===== src/rtl/pulse_sync_rx_pkg.sv =====
// Shared types for the pulse-stretch receiver.
// State encoding and width-counter sizing helper.
package pulse_sync_rx_pkg;

  typedef enum logic [1:0] {
    WAIT_LOW = 2'd0,
    IDLE     = 2'd1,
    HIGH     = 2'd2
  } state_t;

  function automatic int w_width(input int max_high);
    return $clog2(max_high + 2);
  endfunction

endpackage


===== src/rtl/pulse_sync_rx_if.sv =====
// Event/handshake bundle between the receiver and its consumer.
// master drives the level and control, slave is the receiver.
interface pulse_sync_rx_if #(
  parameter int PEND_W = 4,
  parameter int CNT_W  = 8
);
  logic              i_sync_lvl;
  logic              i_evt_ready;
  logic              i_err_clr;
  logic              o_pulse;
  logic              o_evt_valid;
  logic [PEND_W-1:0] o_pending;
  logic [CNT_W-1:0]  o_total;
  logic              o_err_short;
  logic              o_err_long;
  logic              o_err_ovf;
  logic              o_busy;

  modport master (
    output i_sync_lvl, i_evt_ready, i_err_clr,
    input  o_pulse, o_evt_valid, o_pending, o_total,
    input  o_err_short, o_err_long, o_err_ovf, o_busy
  );

  modport slave (
    input  i_sync_lvl, i_evt_ready, i_err_clr,
    output o_pulse, o_evt_valid, o_pending, o_total,
    output o_err_short, o_err_long, o_err_ovf, o_busy
  );
endinterface


===== src/rtl/pulse_width_chk.sv =====
// Edge-to-event FSM with high-width measurement.
// Emits an event strobe on each rise and error strobes on bad widths.
module pulse_width_chk
  import pulse_sync_rx_pkg::*;
#(
  parameter int MIN_HIGH = 1,
  parameter int MAX_HIGH = 2
) (
  input  logic clk,
  input  logic rst_n,
  input  logic lvl,
  output logic evt,
  output logic err_short,
  output logic err_long,
  output logic busy
);
  localparam int WW = w_width(MAX_HIGH);
  localparam logic [WW-1:0] W_MIN = WW'(MIN_HIGH);
  localparam logic [WW-1:0] W_MAX = WW'(MAX_HIGH);
  localparam logic [WW-1:0] W_SAT = WW'(MAX_HIGH + 1);

  state_t        state_q, state_d;
  logic [WW-1:0] w_q, w_d;
  logic          prev_q;
  logic          busy_q;

  always_comb begin
    state_d   = state_q;
    w_d       = w_q;
    evt       = 1'b0;
    err_short = 1'b0;
    err_long  = 1'b0;
    unique case (1'b1)
      state_q == WAIT_LOW: begin
        if (!lvl) state_d = IDLE;
      end
      state_q == IDLE: begin
        if (lvl && !prev_q) begin
          evt     = 1'b1;
          w_d     = WW'(1);
          state_d = HIGH;
        end
      end
      state_q == HIGH: begin
        if (lvl) begin
          if (w_q == W_MAX) err_long = 1'b1;
          if (w_q != W_SAT) w_d = w_q + 1'b1;
        end else begin
          if (w_q < W_MIN) err_short = 1'b1;
          state_d = IDLE;
        end
      end
      default: state_d = WAIT_LOW;
    endcase
  end

  always_ff @(posedge clk) begin
    if (!rst_n) begin
      state_q <= WAIT_LOW;
      w_q     <= '0;
      prev_q  <= 1'b1;
      busy_q  <= 1'b1;
    end else begin
      state_q <= state_d;
      w_q     <= w_d;
      prev_q  <= lvl;
      busy_q  <= (state_d != IDLE);
    end
  end

  assign busy = busy_q;

endmodule


===== src/rtl/pulse_sync_rx.sv =====
// Slow-domain receiver for the pulse-stretch CDC.
// Turns stretched levels into events, queues and counts them.
module pulse_sync_rx
  import pulse_sync_rx_pkg::*;
#(
  parameter int MIN_HIGH = 1,
  parameter int MAX_HIGH = 2,
  parameter int PEND_W   = 4,
  parameter int CNT_W    = 8
) (
  input  logic           i_clk,
  input  logic           i_rst_n,
  pulse_sync_rx_if.slave bus
);
  localparam logic [PEND_W-1:0] P_MAX = '1;

  logic              evt, set_short, set_long, busy;
  logic              accept, set_ovf;
  logic              pulse_q;
  logic [PEND_W-1:0] pending_q;
  logic [CNT_W-1:0]  total_q;
  logic              short_q, long_q, ovf_q;

  pulse_width_chk #(
    .MIN_HIGH (MIN_HIGH),
    .MAX_HIGH (MAX_HIGH)
  ) u_chk (
    .clk       (i_clk),
    .rst_n     (i_rst_n),
    .lvl       (bus.i_sync_lvl),
    .evt       (evt),
    .err_short (set_short),
    .err_long  (set_long),
    .busy      (busy)
  );

  assign accept  = (pending_q != '0) & bus.i_evt_ready;
  assign set_ovf = evt & ~accept & (pending_q == P_MAX);

  always_ff @(posedge i_clk) begin
    if (!i_rst_n) begin
      pulse_q   <= 1'b0;
      pending_q <= '0;
      total_q   <= '0;
      short_q   <= 1'b0;
      long_q    <= 1'b0;
      ovf_q     <= 1'b0;
    end else begin
      pulse_q <= evt;
      if (evt && !accept && pending_q != P_MAX)
        pending_q <= pending_q + 1'b1;
      else if (accept && !evt)
        pending_q <= pending_q - 1'b1;
      if (evt) total_q <= total_q + 1'b1;
      // a new error on the clearing edge must survive
      short_q <= set_short | (short_q & ~bus.i_err_clr);
      long_q  <= set_long  | (long_q  & ~bus.i_err_clr);
      ovf_q   <= set_ovf   | (ovf_q   & ~bus.i_err_clr);
    end
  end

  assign bus.o_pulse     = pulse_q;
  assign bus.o_evt_valid = (pending_q != '0);
  assign bus.o_pending   = pending_q;
  assign bus.o_total     = total_q;
  assign bus.o_err_short = short_q;
  assign bus.o_err_long  = long_q;
  assign bus.o_err_ovf   = ovf_q;
  assign bus.o_busy      = busy;

endmodule


===== src/flat_wrapper.sv =====
// flat-port wrapper written by rule: the top's interface ports become plain ports
module pulse_sync_rx_flat import pulse_sync_rx_pkg::*;
#(
  parameter int MIN_HIGH = 1,
  parameter int MAX_HIGH = 2,
  parameter int PEND_W   = 4,
  parameter int CNT_W    = 8
)
  (i_clk, i_rst_n, bus_i_sync_lvl, bus_i_evt_ready, bus_i_err_clr, bus_o_pulse, bus_o_evt_valid, bus_o_pending, bus_o_total, bus_o_err_short, bus_o_err_long, bus_o_err_ovf, bus_o_busy);
  pulse_sync_rx_if #(.PEND_W(PEND_W), .CNT_W(CNT_W)) bus_i ();
  input  logic i_clk;
  input  logic i_rst_n;
  input wire logic [$bits(bus_i.i_sync_lvl)-1:0] bus_i_sync_lvl;
  input wire logic [$bits(bus_i.i_evt_ready)-1:0] bus_i_evt_ready;
  input wire logic [$bits(bus_i.i_err_clr)-1:0] bus_i_err_clr;
  output wire logic [$bits(bus_i.o_pulse)-1:0] bus_o_pulse;
  output wire logic [$bits(bus_i.o_evt_valid)-1:0] bus_o_evt_valid;
  output wire logic [$bits(bus_i.o_pending)-1:0] bus_o_pending;
  output wire logic [$bits(bus_i.o_total)-1:0] bus_o_total;
  output wire logic [$bits(bus_i.o_err_short)-1:0] bus_o_err_short;
  output wire logic [$bits(bus_i.o_err_long)-1:0] bus_o_err_long;
  output wire logic [$bits(bus_i.o_err_ovf)-1:0] bus_o_err_ovf;
  output wire logic [$bits(bus_i.o_busy)-1:0] bus_o_busy;
  assign bus_i.i_sync_lvl = bus_i_sync_lvl;
  assign bus_i.i_evt_ready = bus_i_evt_ready;
  assign bus_i.i_err_clr = bus_i_err_clr;
  assign bus_o_pulse = bus_i.o_pulse;
  assign bus_o_evt_valid = bus_i.o_evt_valid;
  assign bus_o_pending = bus_i.o_pending;
  assign bus_o_total = bus_i.o_total;
  assign bus_o_err_short = bus_i.o_err_short;
  assign bus_o_err_long = bus_i.o_err_long;
  assign bus_o_err_ovf = bus_i.o_err_ovf;
  assign bus_o_busy = bus_i.o_busy;
  pulse_sync_rx #(.MIN_HIGH(MIN_HIGH), .MAX_HIGH(MAX_HIGH), .PEND_W(PEND_W), .CNT_W(CNT_W)) u_core (.i_clk(i_clk), .i_rst_n(i_rst_n), .bus(bus_i));
endmodule

===== config.mk =====
export PLATFORM = sky130hd
export DESIGN_NAME = pulse_sync_rx_flat
export DESIGN_NICKNAME = d
export VERILOG_FILES = /design/src/rtl/pulse_sync_rx_pkg.sv /design/src/rtl/pulse_sync_rx_if.sv /design/src/rtl/pulse_width_chk.sv /design/src/rtl/pulse_sync_rx.sv /design/src/flat_wrapper.sv
export SDC_FILE = /design/constraint.sdc
export NUM_CORES = 1
export LEC_CHECK = 0
export CORE_MARGIN = 1
export CORE_UTILIZATION = 53
export CTS_CLUSTER_SIZE = 14
export DETAILED_ROUTE_END_ITERATION = 10
export HOLD_SLACK_MARGIN = 0.06
export PLACE_DENSITY_LB_ADDON = 0.1
export SLEW_MARGIN = 10
export SYNTH_ARGS = -nofsm -noshare
export SYNTH_HDL_FRONTEND = slang
export SYNTH_SLANG_ARGS = --single-unit
export TNS_END_PERCENT = 100

===== constraint.sdc =====
create_clock -name i_clk -period 6.15 [get_ports i_clk]
set_input_delay 1.23 -clock i_clk [delete_from_list [all_inputs] [get_ports i_clk]]
set_output_delay 1.23 -clock i_clk [all_outputs]
set_load 0.01 [all_outputs]

==> flow_metrics.tcl <==
set metrics [dict create \
    vias 867 \
    peakVddDrop_v 0.000230 \
    rr_startpoint "u_core.u_chk.state_q[0]$_SDFF_PN0_" \
    firstDrtPassIters 4 \
    netlist_area_um2 1070 \
    drc_errors 0 \
    start_util_pct 59.4 \
    hold_ws_ps 469 \
    fmax_mhz 260 \
    grt_overflow 0 \
    grt_use_total_pct 21.2 \
    multi_input_area_um2 579 \
    wire_per_inst_um 12.6 \
    gp_congestion 0.778 \
    finalMaxSlewViolations 0 \
    grt_first_pass_wirelength_mm 3.29 \
    worstSetupPathType "in -> reg" \
    grt_pass1_vias 760 \
    syn_inst 114 \
    die_w_um 46.9 \
    first_iter_violations 12 \
    cts_tree "yes" \
    p_per_area_nw_per_um2 323 \
    setup_viol 0 \
    power_uw 436 \
    num_rows 15 \
    cp-startpoint "bus_i_sync_lvl" \
    fin_tns_setup_ps 0 \
    run_status "completed" \
    period_needed_ps 3840 \
    regArea_um2 440 \
    cp.required_ps 6370 \
    htree_levels 1 \
    fin_crit_sh_pct 62.5 \
    leakage_nw 0.538 \
    slew_headroom_pct 65.9 \
    yosysWarnings 0 \
    drtAntennaViolNets 0 \
    crit_arrival_ps 4070 \
    ys_ff_latch 22 \
    yosysUniqueCellTypes 34 \
    yosysSeqAreaShare_pct 41.2 \
    max_cap_violations 0 \
    portBuffers 22 \
    drive_gt1_share_pct 7.35 \
    core_area_um2 1800 \
    avgViaCountPerCell 5.39 \
    num_io_pins 23 \
    tightest_slew_ps 510 \
    syn_area_per_cell_um2 9.38 \
    hold_path.class "reg -> reg" \
    start_kind "input port" \
    syn-num-nets 126 \
    cts_buffers 3 \
    cts_resized 0 \
    dieHeight_um 46.9 \
    insertion_delay_ps 310 \
    hold_viol 0 \
    cts_setup_buffers 0 \
    nets 149 \
    dp_hpwl_mm 1.45 \
    skew_ps 11.6 \
    grt_max_degree 17 \
    layout_common_cells "clkdlybuf4s50_1 (22), dfxtp_1 (22), nor2_1 (14), nand2_1 (12)" \
    fill_cells 143 \
    critPathMaxFanout 14 \
    area_growth_pct 26.2 \
    fin_ws_ps 2310 \
    detailedPlace.worstSlack_ps 2060 \
    rsz0062_at_grt "false" \
    hold_start "u_core.bus.o_err_ovf$_SDFF_PN0_" \
    dieArea_um2 2200 \
    cts_hold_buf 0 \
    cts.sinks 22 \
    clkSlewWorstSetupHoldPaths_ps 130 \
    root_buffer "clkbuf_4" \
    antenna_found_initial 0 \
    num_antenna_cells 0 \
    wl_mm 2.03 \
    clock_path_buffers 2 \
    end_kind "register" \
]
[area by class of cell]
cell class / instances / area share [%]
clock buffers: 3 / 1.67
clock inverters: 1 / 2.22
inverters: 7 / 1.95
flip-flops and latches: 22 / 32.6
well taps: 25 / 2.32
multi-input cells: 81 / 42.9
repair buffers: 22 / 16.3
[state kept, by name, summed over array words and instances, names as in the netlist, 2 cells and up]
name	cells
u_core.bus.o_pending	4
u_core.bus.o_total	8
u_core.u_chk.state_q	2
u_core.u_chk.w_q	2
[stage by stage]
step / area (µm²) / std cells / util, %
2_1_floorplan: 1070 / 114 / -
3_3_place_gp: 1300 / 157 / 72.0
3_5_place_dp: 1300 / 157 / 72.0
4_1_cts: 1350 / 161 / 74.9
5_1_grt: 1350 / 161 / 74.9
6_report: 1350 / 161 / 74.9
[kinds of logic after synthesis]
| group | Yosys count | synth area share (%) |
|---|---|---|
| fa+ha+maj | 7 | 8.89 |
| buf+inv | 11 | 4.68 |
| simple gates | 48 | 23.9 |
| xor+xnor | 8 | 6.55 |
| flops | 22 | 41.2 |
| mux | 6 | 5.73 |
| compound gates | 12 | 9.12 |
[cells in the mapped netlist, drive strengths merged]
cell type | count | area [µm²]
and2 | 1 | 6.26
nand2b | 1 | 8.76
and4bb | 1 | 12.5
xor2 | 7 | 61.3
mux2 | 1 | 11.3
fa | 1 | 20.0
a221oi | 1 | 8.76
nand4 | 6 | 37.5
nand2 | 12 | 45.0
ha | 6 | 75.1
buf | 2 | 16.3
xnor2 | 1 | 8.76
inv | 7 | 26.3
a21oi | 5 | 25.0
nor3 | 1 | 5.00
o21ai | 2 | 10.0
nand3 | 1 | 5.00
mux2i | 5 | 50.1
o311ai | 1 | 8.76
or4 | 2 | 16.3
o41ai | 1 | 27.5
and3 | 3 | 18.8
nor3b | 3 | 27.5
a32oi | 2 | 17.5
dfxtp | 22 | 440
clkbuf | 2 | 7.51
nand3b | 1 | 7.51
nor2 | 15 | 58.8
nor2b | 1 | 6.26
[path summary, 6_finish.rpt]
| check | to | slack, ps | cells after the start |
|---|---|---|---|
| setup / recovery | u_core.bus.o_pending[3]$_SDFFE_PN0P_ | 2310 | 9 |
| hold / removal | u_core.bus.o_err_ovf$_SDFF_PN0_ | 470 | 2 |
| setup reg to reg | u_core.bus.o_pending[3]$_SDFFE_PN0P_ | 3360 | 8 |
| hold reg to reg | u_core.bus.o_err_ovf$_SDFF_PN0_ | 470 | 2 |
[per-layer routing]
layer / vias up / part of all wire [%] / GRT usage, %
met5: - / 0 / 0
li1: 437 / - / -
met1: 404 / 45 / 27.9
met2: 21 / 49 / 34.7
met3: 5 / 4.8 / 5.77
met4: 0 / 1.1 / 5.14
[critical path, stage by stage]
cell,delay (ps)
clkdlybuf4s50_1,570
and4bb_1,540
and3_1,340
inv_1,120
ha_1,330
a21oi_1,250
nand2_1,120
or4_1,490
o311ai_1,80
[power by group]
group	switching [mW]	leakage, nW	total [mW]	internal, mW
clock network	0.0443	0.0279	0.110	0.0659
logic	0.0642	0.332	0.141	0.0770
registers	0.0284	0.179	0.184	0.156
No activity file was read; power rests on OpenSTA's default activity.
